### src/rtl/ff_mode_ctrl.sv
// Two-requester controller for a WIDTH-bit JK flip-flop register: round-robin
// arbitration, one load/toggle/set/clear operation per IDLE->APPLY->DONE pass.
module ff_mode_ctrl #(
    parameter int WIDTH = 4
) (
    input  logic             clk,
    input  logic             rst,
    input  logic [1:0]       req,
    input  logic [1:0]       mode0,
    input  logic [WIDTH-1:0] d0,
    input  logic [1:0]       mode1,
    input  logic [WIDTH-1:0] d1,
    output logic [1:0]       gnt,
    output logic [1:0]       ack,
    output logic             busy,
    output logic [WIDTH-1:0] q,
    output logic [WIDTH-1:0] qb
);

    typedef enum logic [1:0] {
        IDLE,
        APPLY,
        DONE
    } state_e;

    typedef enum logic [1:0] {
        OP_LOAD   = 2'b00,
        OP_TOGGLE = 2'b01,
        OP_SET    = 2'b10,
        OP_CLEAR  = 2'b11
    } op_e;

    state_e           state_q, state_d;
    logic [1:0]       gnt_q, gnt_d;
    logic [1:0]       ack_q, ack_d;
    logic             ptr_q, ptr_d;
    op_e              op_q, op_d;
    logic [WIDTH-1:0] opnd_q, opnd_d;
    logic [WIDTH-1:0] q_q, q_d;

    logic             win;
    logic [WIDTH-1:0] j, k;

    // Per-bit J/K drive derived from the latched operation and operand.
    always_comb begin
        // NOTE: every always_comb output gets a default first so no path can infer a latch.
        j = '0;
        k = '0;
        case (op_q)
            OP_LOAD:   begin j = opnd_q;  k = ~opnd_q; end
            OP_TOGGLE: begin j = opnd_q;  k = opnd_q;  end
            OP_SET:    begin j = opnd_q;  k = '0;      end
            OP_CLEAR:  begin j = '0;      k = opnd_q;  end
            default:   begin j = '0;      k = '0;      end
        endcase
    end

    // A lone requester always wins; on contention the pointer holder wins.
    assign win = (req == 2'b11) ? ptr_q : req[1];

    always_comb begin
        state_d = state_q;
        gnt_d   = gnt_q;
        ack_d   = ack_q;
        ptr_d   = ptr_q;
        op_d    = op_q;
        opnd_d  = opnd_q;
        q_d     = q_q;
        case (state_q)
            IDLE: begin
                gnt_d = 2'b00;
                ack_d = 2'b00;
                if (req != 2'b00) begin
                    state_d = APPLY;
                    gnt_d   = win ? 2'b10 : 2'b01;
                    op_d    = op_e'(win ? mode1 : mode0);
                    opnd_d  = win ? d1 : d0;
                    ptr_d   = ~win;
                end
            end
            APPLY: begin
                // JK characteristic equation: q+ = J&~q | ~K&q.
                q_d     = (j & ~q_q) | (~k & q_q);
                ack_d   = gnt_q;
                state_d = DONE;
            end
            DONE: begin
                ack_d   = 2'b00;
                gnt_d   = 2'b00;
                state_d = IDLE;
            end
            default: begin
                ack_d   = 2'b00;
                gnt_d   = 2'b00;
                state_d = IDLE;
            end
        endcase
    end

    always_ff @(posedge clk or posedge rst) begin
        if (rst) begin
            state_q <= IDLE;
            gnt_q   <= 2'b00;
            ack_q   <= 2'b00;
            ptr_q   <= 1'b0;
            // NOTE: latched operation/operand are reset too, so an aborted request leaves nothing behind.
            op_q    <= OP_LOAD;
            opnd_q  <= '0;
            q_q     <= '0;
        end else begin
            // NOTE: state registers use non-blocking assignments so all flops update from pre-edge values.
            state_q <= state_d;
            gnt_q   <= gnt_d;
            ack_q   <= ack_d;
            ptr_q   <= ptr_d;
            op_q    <= op_d;
            opnd_q  <= opnd_d;
            q_q     <= q_d;
        end
    end

    assign gnt  = gnt_q;
    assign ack  = ack_q;
    assign busy = (state_q != IDLE);
    assign q    = q_q;
    assign qb   = ~q_q;

endmodule

### config.mk
export PLATFORM = sky130hd
export DESIGN_NAME = ff_mode_ctrl
export DESIGN_NICKNAME = d
export VERILOG_FILES = /design/src/rtl/ff_mode_ctrl.sv
export SDC_FILE = /design/constraint.sdc
export NUM_CORES = 1
export LEC_CHECK = 0
export CORE_MARGIN = 5
export CORE_UTILIZATION = 30
export DETAILED_ROUTE_END_ITERATION = 7
export SYNTH_ARGS = -nofsm -noshare
export SYNTH_HDL_FRONTEND = slang
export SYNTH_SLANG_ARGS = --single-unit
### constraint.sdc
create_clock -name clk -period 1.4 [get_ports clk]
set_input_delay 0.21 -clock clk [delete_from_list [all_inputs] [get_ports clk]]
set_output_delay 0.21 -clock clk [all_outputs]
set_load 0.05 [all_outputs]
==> flow_metrics.py, run 1 <==
metrics = {
    "final_layout": {
        "post-route-util_pct": 52.0,
        "final_nets": 134,
        "nFillCells": 245,
        "drive_gt1_share_pct": 27.4,
        "regArea_um2": 425,
        "multi_input_area_um2": 315,
        "fin_cells": 147,
        "diodes": 0,
        "area_growth_pct": 62.9,
    },
    "synthesis": {
        "syn_avg_cell_area_um2": 10.1,
        "synth_top_area_share_pct": 52.8,
        "syn_nets": 96,
        "yosys-top-cells-area": "dfrtp_1 53%, o21ai_0 7.5%, a31oi_1 4.7%, a21oi_1 4.3%, buf_6 4.2%",
        "synth-main-ff-cell": "dfrtp_1",
        "synth_enable_flop_cells": 0,
        "yosys_register_bits": 17,
        "yosysWarnings": 0,
        "yosysSeqAreaShare_pct": 52.8,
        "yosysMostFrequentCell": "dfrtp_1",
        "synth.largest_area_cell": "dfrtp_1",
        "synth_cell_types": 23,
        "async_flop_share_pct": 100,
        "netlist_area_um2": 806,
        "synthTopCellsByCount": "17 x dfrtp_1, 12 x o21ai_0, 7 x a21oi_1, 7 x inv_1",
        "postSynthCellCount": 80,
    },
    "drt": {
        "drc_errors": 0,
        "finalWirelength_um": 1790,
        "first_pass_iters": 4,
        "drtIter0Drc": 11,
        "wl_per_cell_um": 12.2,
        "vias": 708,
        "ant_nets": 0,
        "vias_per_cell": 4.82,
    },
    "floorplanning": {
        "ioPinCount": 29,
        "initial_core_util_pct": 31.9,
        "fp.dieW_um": 61.8,
        "coreArea_mm2": 0.00252,
        "fp.dieH_um": 61.8,
        "die-area_mm2": 0.00382,
        "rows": 18,
    },
    "setup_path": {
        "worst-endpoint-required_ps": 1190,
        "setup.worst_path.start": "state_q[1]",
        "r2r_start": "state_q[0]",
        "reg2regPathDepth": 4,
        "cp-end-kind": "primary output",
        "critPathKind": "register to primary output",
        "crit_arrival_ps": 1130,
        "cp-start-kind": "register",
        "crit_path_max_fanout": 3,
    },
    "power_and_ir_drop": {
        "ir_drop_v": 0.00139,
        "power_per_cell_area_mw_per_mm2": 2560,
        "p_leak_uw": 0.000584,
    },
    "clock_network": {
        "cts_root_buf": "clkbuf_4",
        "cts_buffers": 3,
        "cts_tree": "yes",
        "ctsHtreeMaxLevel": 1,
        "clk_pin_slew_ps": 100,
        "cts_sinks": 17,
        "clk_latency_ps": 290,
        "cts.path.max_buffers": 2,
    },
    "timing": {
        "period_share_pct": 95.7,
        "final_max_slew_viol_count": 0,
        "tightest_slew_ps": 294,
        "setup_viol": 0,
        "fmax_mhz": 746,
        "fin_crit_ps": 1340,
        "whs_ps": 216,
        "fin_skew_ps": 3.90,
        "setup_tns_ps": 0,
        "hold_violations": 0,
        "max-slew-margin-rel_pct": 80.4,
    },
    "outcome": {
        "status": "finished, final reports clean",
    },
    "placement": {
        "dp_hpwl_um": 1480,
        "numPortBuffers": 28,
        "place_congestion": 0.827,
        "dp_cells": 141,
    },
    "job": {
        "cap_violations": 0,
    },
    "global_route": {
        "grt_pass1_wl_um": 3040,
        "antenna_found_initial": 0,
        "grt_pass1_vias": 695,
        "grt_usage_pct": 11.0,
        "gr-total-overflow": 0,
        "grt_max_degree": 18,
    },
    "worst_hold_path": {
        "hold_path_class": "primary input to asynchronous set/reset pin",
    },
}
[final timing paths]
path	to	slack [ps]
min reg2reg	ptr_q	550
max	busy	60
min	q[3]	220
max in group asynchronous	state_q[1]	1000
min in group clk	opnd_q[2]	500
max reg2reg	q[3]	160
[cell families after synthesis]
logic type | after synthesis | share of synthesized area (%)
flops | 17 | 52.8
buf+inv | 12 | 8.38
mux | 1 | 1.86
compound gates | 32 | 24.2
simple gates | 18 | 12.7
[timing repair]
action,4_1_cts,5_1_grt
setup buffers,0,2
endpoints found under the setup margin,1,1
gates resized for setup,2,2
hold buffers,0,0
pin swaps,1,1
[per-stage QoR]
stage / setup slack (ps) / power [uW] / area (um^2)
after floorplan: 10.5 / 2050 / 806
after global placement: -41.5 / 2980 / 1260
after detailed placement: -83.8 / 3020 / 1260
after CTS: 0.508 / 3310 / 1290
after global routing: -20.8 / 3560 / 1310
final: 59.7 / 3350 / 1310
[metal layers]
layer	vias to the layer above	share of wire (%)	GRT usage (%)
li1	363	-	-
met1	315	44	13.6
met2	26	48	17.9
met3	4	6.2	2.69
met4	0	2.0	5.45
met5	-	0	0
[area by class of cell]
| class | count | area share [%] |
|---|---|---|
| clock buffers | 3 | 1.72 |
| clock inverters | 1 | 0.381 |
| inverters | 7 | 2.00 |
| multi-input cells | 51 | 24.0 |
| flip-flops and latches | 17 | 32.4 |
| well taps | 30 | 2.86 |
| repair buffers | 38 | 36.6 |
[registers in the layout, summed over array words and instances (netlist names)]
register and cells:
op_q 2, q 4, opnd_q 4, ptr_q 1, state_q 2, ack 2
gnt 2
[power by group]
group,total [uW],switching (uW),leakage (uW),internal [uW]
logic,2130,1070,0.000359,1070
clock network,259,153,0.0000177,106
registers,963,244,0.000207,720
total,3350,1460,0.000584,1890
[placed cells by master, fill, tap and decap left out, drive strengths merged]
master / count
dfrtp: 17
nand2b: 1
nor2b: 3
buf: 23
and3b: 1
a32o: 3
clkinv: 1
a31o: 2
a31oi: 6
or2: 1
mux2: 1
nand2: 1
a21oi: 7
clkdlybuf4s50: 15
nor2: 2
clkbuf: 3
o21ai: 12
nand3: 6
and2: 3
a211oi: 1
a21o: 1
inv: 7
[worst max-delay path, cell delays in order, from the launching register on]
cell and delay, ps:
dfrtp_1 400, nor2_2 150, buf_6 120, inv_2 30, buf_6 140
Note: power is estimated with default switching activity, not from simulation.
==> inputs of run 2 (changes only) <==
- CORE_MARGIN: 5 -> unset
- SLEW_MARGIN: unset -> 20
==> run 2 against run 1 <==
Effect of this change:
- clock power is 5% lower
- utilization up 0.12 points
- sequential power about the same
- largest cell class unchanged
- sequential share of layout area increased by 0.22 points
- maximum frequency is 0.39% lower
- combinational power decreased by 2%
- worst setup slack got worse by 5.3 ps
- power fell by 1.5%
- highest routed layer unchanged
- register-to-register slack is essentially flat
==> flow_metrics.py, run 2 (synthesized netlist as in run 1, its figures left out) <==
metrics = {
    "final_layout": {
        "area_growth_pct": 61.8,
        "mostFrequentLayoutCells": "17 x dfrtp_1, 15 x clkdlybuf4s50_1, 12 x o21ai_0, 12 x buf_12, 8 x buf_4",
        "final_nets": 133,
        "drive_gt1_share_pct": 25.0,
        "diodes": 0,
        "final_area_mm2": 0.00130,
        "final_common_cell": "dfrtp_1",
    },
    "floorplanning": {
        "coreArea_mm2": 0.00250,
        "die-area_mm2": 0.00290,
        "initial_core_util_pct": 32.2,
        "fp.dieH_um": 53.8,
        "ioPinCount": 29,
        "fp.dieW_um": 53.8,
        "rows": 18,
    },
    "power_and_ir_drop": {
        "finalPower_uw": 3300,
        "ir_drop_v": 0.00131,
        "power_per_cell_area_mw_per_mm2": 2530,
        "p_leak_uw": 0.000577,
    },
    "placement": {
        "dp_hpwl_um": 1350,
        "place_area_mm2": 0.00125,
        "numPortBuffers": 28,
        "place_congestion": 0.726,
    },
    "clock_network": {
        "cts_root_buf": "clkbuf_4",
        "cts.path.max_buffers": 2,
        "cts_tree": "yes",
        "clk_pin_slew_ps": 90,
        "ctsHtreeMaxLevel": 1,
        "cts_hold_buf": 0,
        "cts_buffers": 3,
        "clk_latency_ps": 280,
        "cts_sinks": 17,
    },
    "drt": {
        "wl_per_cell_um": 11.0,
        "vias_per_cell": 4.95,
        "ant_nets": 0,
        "first_pass_iters": 4,
        "drtIter0Drc": 16,
        "vias": 722,
        "drc_errors": 0,
        "finalWirelength_um": 1600,
    },
    "global_route": {
        "antenna_found_initial": 0,
        "grt_pass1_wl_um": 2850,
        "gr-total-overflow": 0,
        "grt_usage_pct": 13.7,
        "grt_max_degree": 18,
        "grt_pass1_vias": 669,
    },
    "timing": {
        "fin_skew_ps": 1.44,
        "fmax_mhz": 743,
        "max-slew-margin-rel_pct": 80.0,
        "fin_crit_ps": 1350,
        "hold_violations": 0,
        "final_max_slew_viol_count": 0,
        "rsz0062_at_grt": "false",
        "tightest_slew_ps": 300,
        "period_share_pct": 96.1,
        "setup_viol": 0,
    },
    "job": {
        "cap_violations": 0,
    },
    "setup_path": {
        "cp-start-kind": "register",
        "worst-endpoint-required_ps": 1190,
        "cpPeakStageDelay_ps": 410,
        "crit_arrival_ps": 1140,
        "cp_slowest_cell": "dfrtp_1",
        "cp-end-kind": "primary output",
        "crit_chain": "nor2_2 -> buf_6 -> inv_1 -> buf_6",
        "path_delay_family": "flip-flops",
        "crit_buf_inv": 3,
        "critPathKind": "register to primary output",
        "critPathMostFrequentCell": "buf_6",
        "crit_path_max_fanout": 2,
    },
    "outcome": {
        "status": "finished, final reports clean",
    },
    "worst_hold_path": {
        "hold_path_class": "primary input to asynchronous set/reset pin",
    },
}
==> run 2: cell count changes in the layout (fill, tap and decap cells not counted), sizes merged <==
cell / delta
buf: -1
clkbuf: +1
clkinv: -1
==> run 2: report_power, final <==
group          total [uW]  internal (uW)  switching (uW)
Clock                 247            110             137
Sequential            964            720             244
Combinational        2090           1050            1050
Total                3300           1880            1430
==> run 2: final timing paths <==
| kind | to | slack [ps] | cells after the start | from |
|---|---|---|---|---|
| worst max-delay path | busy | 50 | 4 | state_q[1] |
| worst min-delay path | q[3] | 250 | 3 | rst |
| worst max register to register | q[3] | 150 | 4 | state_q[0] |
| worst min register to register | ptr_q | 550 | 1 | ptr_q |
| max in group asynchronous | opnd_q[3] | 970 | 3 | rst |
| min in group clk | opnd_q[1] | 510 | 3 | d0[1] |
==> run 2: final cells by class <==
type                       instances  area [um^2]
clock buffer                       4         26.3
fill                             235         1200
inverter                           7         26.3
multi-input combinational         51          315
sequential                        17          425
tap                               30         37.5
timing repair buffer              37          473
==> run 2: worst reg2reg max path, stage by stage (launching register included) <==
cell      delay [ps]
dfrtp_1          390
nor2b_1          150
buf_4            160
a31o_2           240
a211oi_1         220
==> run 2: per-stage QoR <==
| stage | hold slack [ps] | instances | setup WS [ps] | setup TNS, ps | utilization (%) |
|---|---|---|---|---|---|
| after floorplan | 136 | 80 | 10.5 | 0 | - |
| after global placement | 526 | 140 | -35.8 | -45.3 | 50.1 |
| after detailed placement | 517 | 140 | -72.6 | -235 | 50.1 |
| after CTS | 241 | 145 | 14.5 | 0 | 51.7 |
| after global routing | 282 | 146 | 1.18 | 0 | 52.2 |
| final | 247 | 146 | 54.5 | 0 | 52.2 |
==> run 2: what timing repair did <==
action / CTS / global route
pin swaps: 1 / 1
setup endpoints to repair: 1 / 1
resized for setup: 2 / 1
buffers inserted: 1 / 1
==> run 2: routing by layer <==
metal / track usage, % / part of all wire (%) / vias to the layer above
met1: 17.1 / 45 / 341
li1: - / - / 357
met5: 0 / 0 / -
met3: 1.98 / 4.2 / 2
met2: 22.2 / 50 / 22
met4: 8.33 / 0.75 / 0
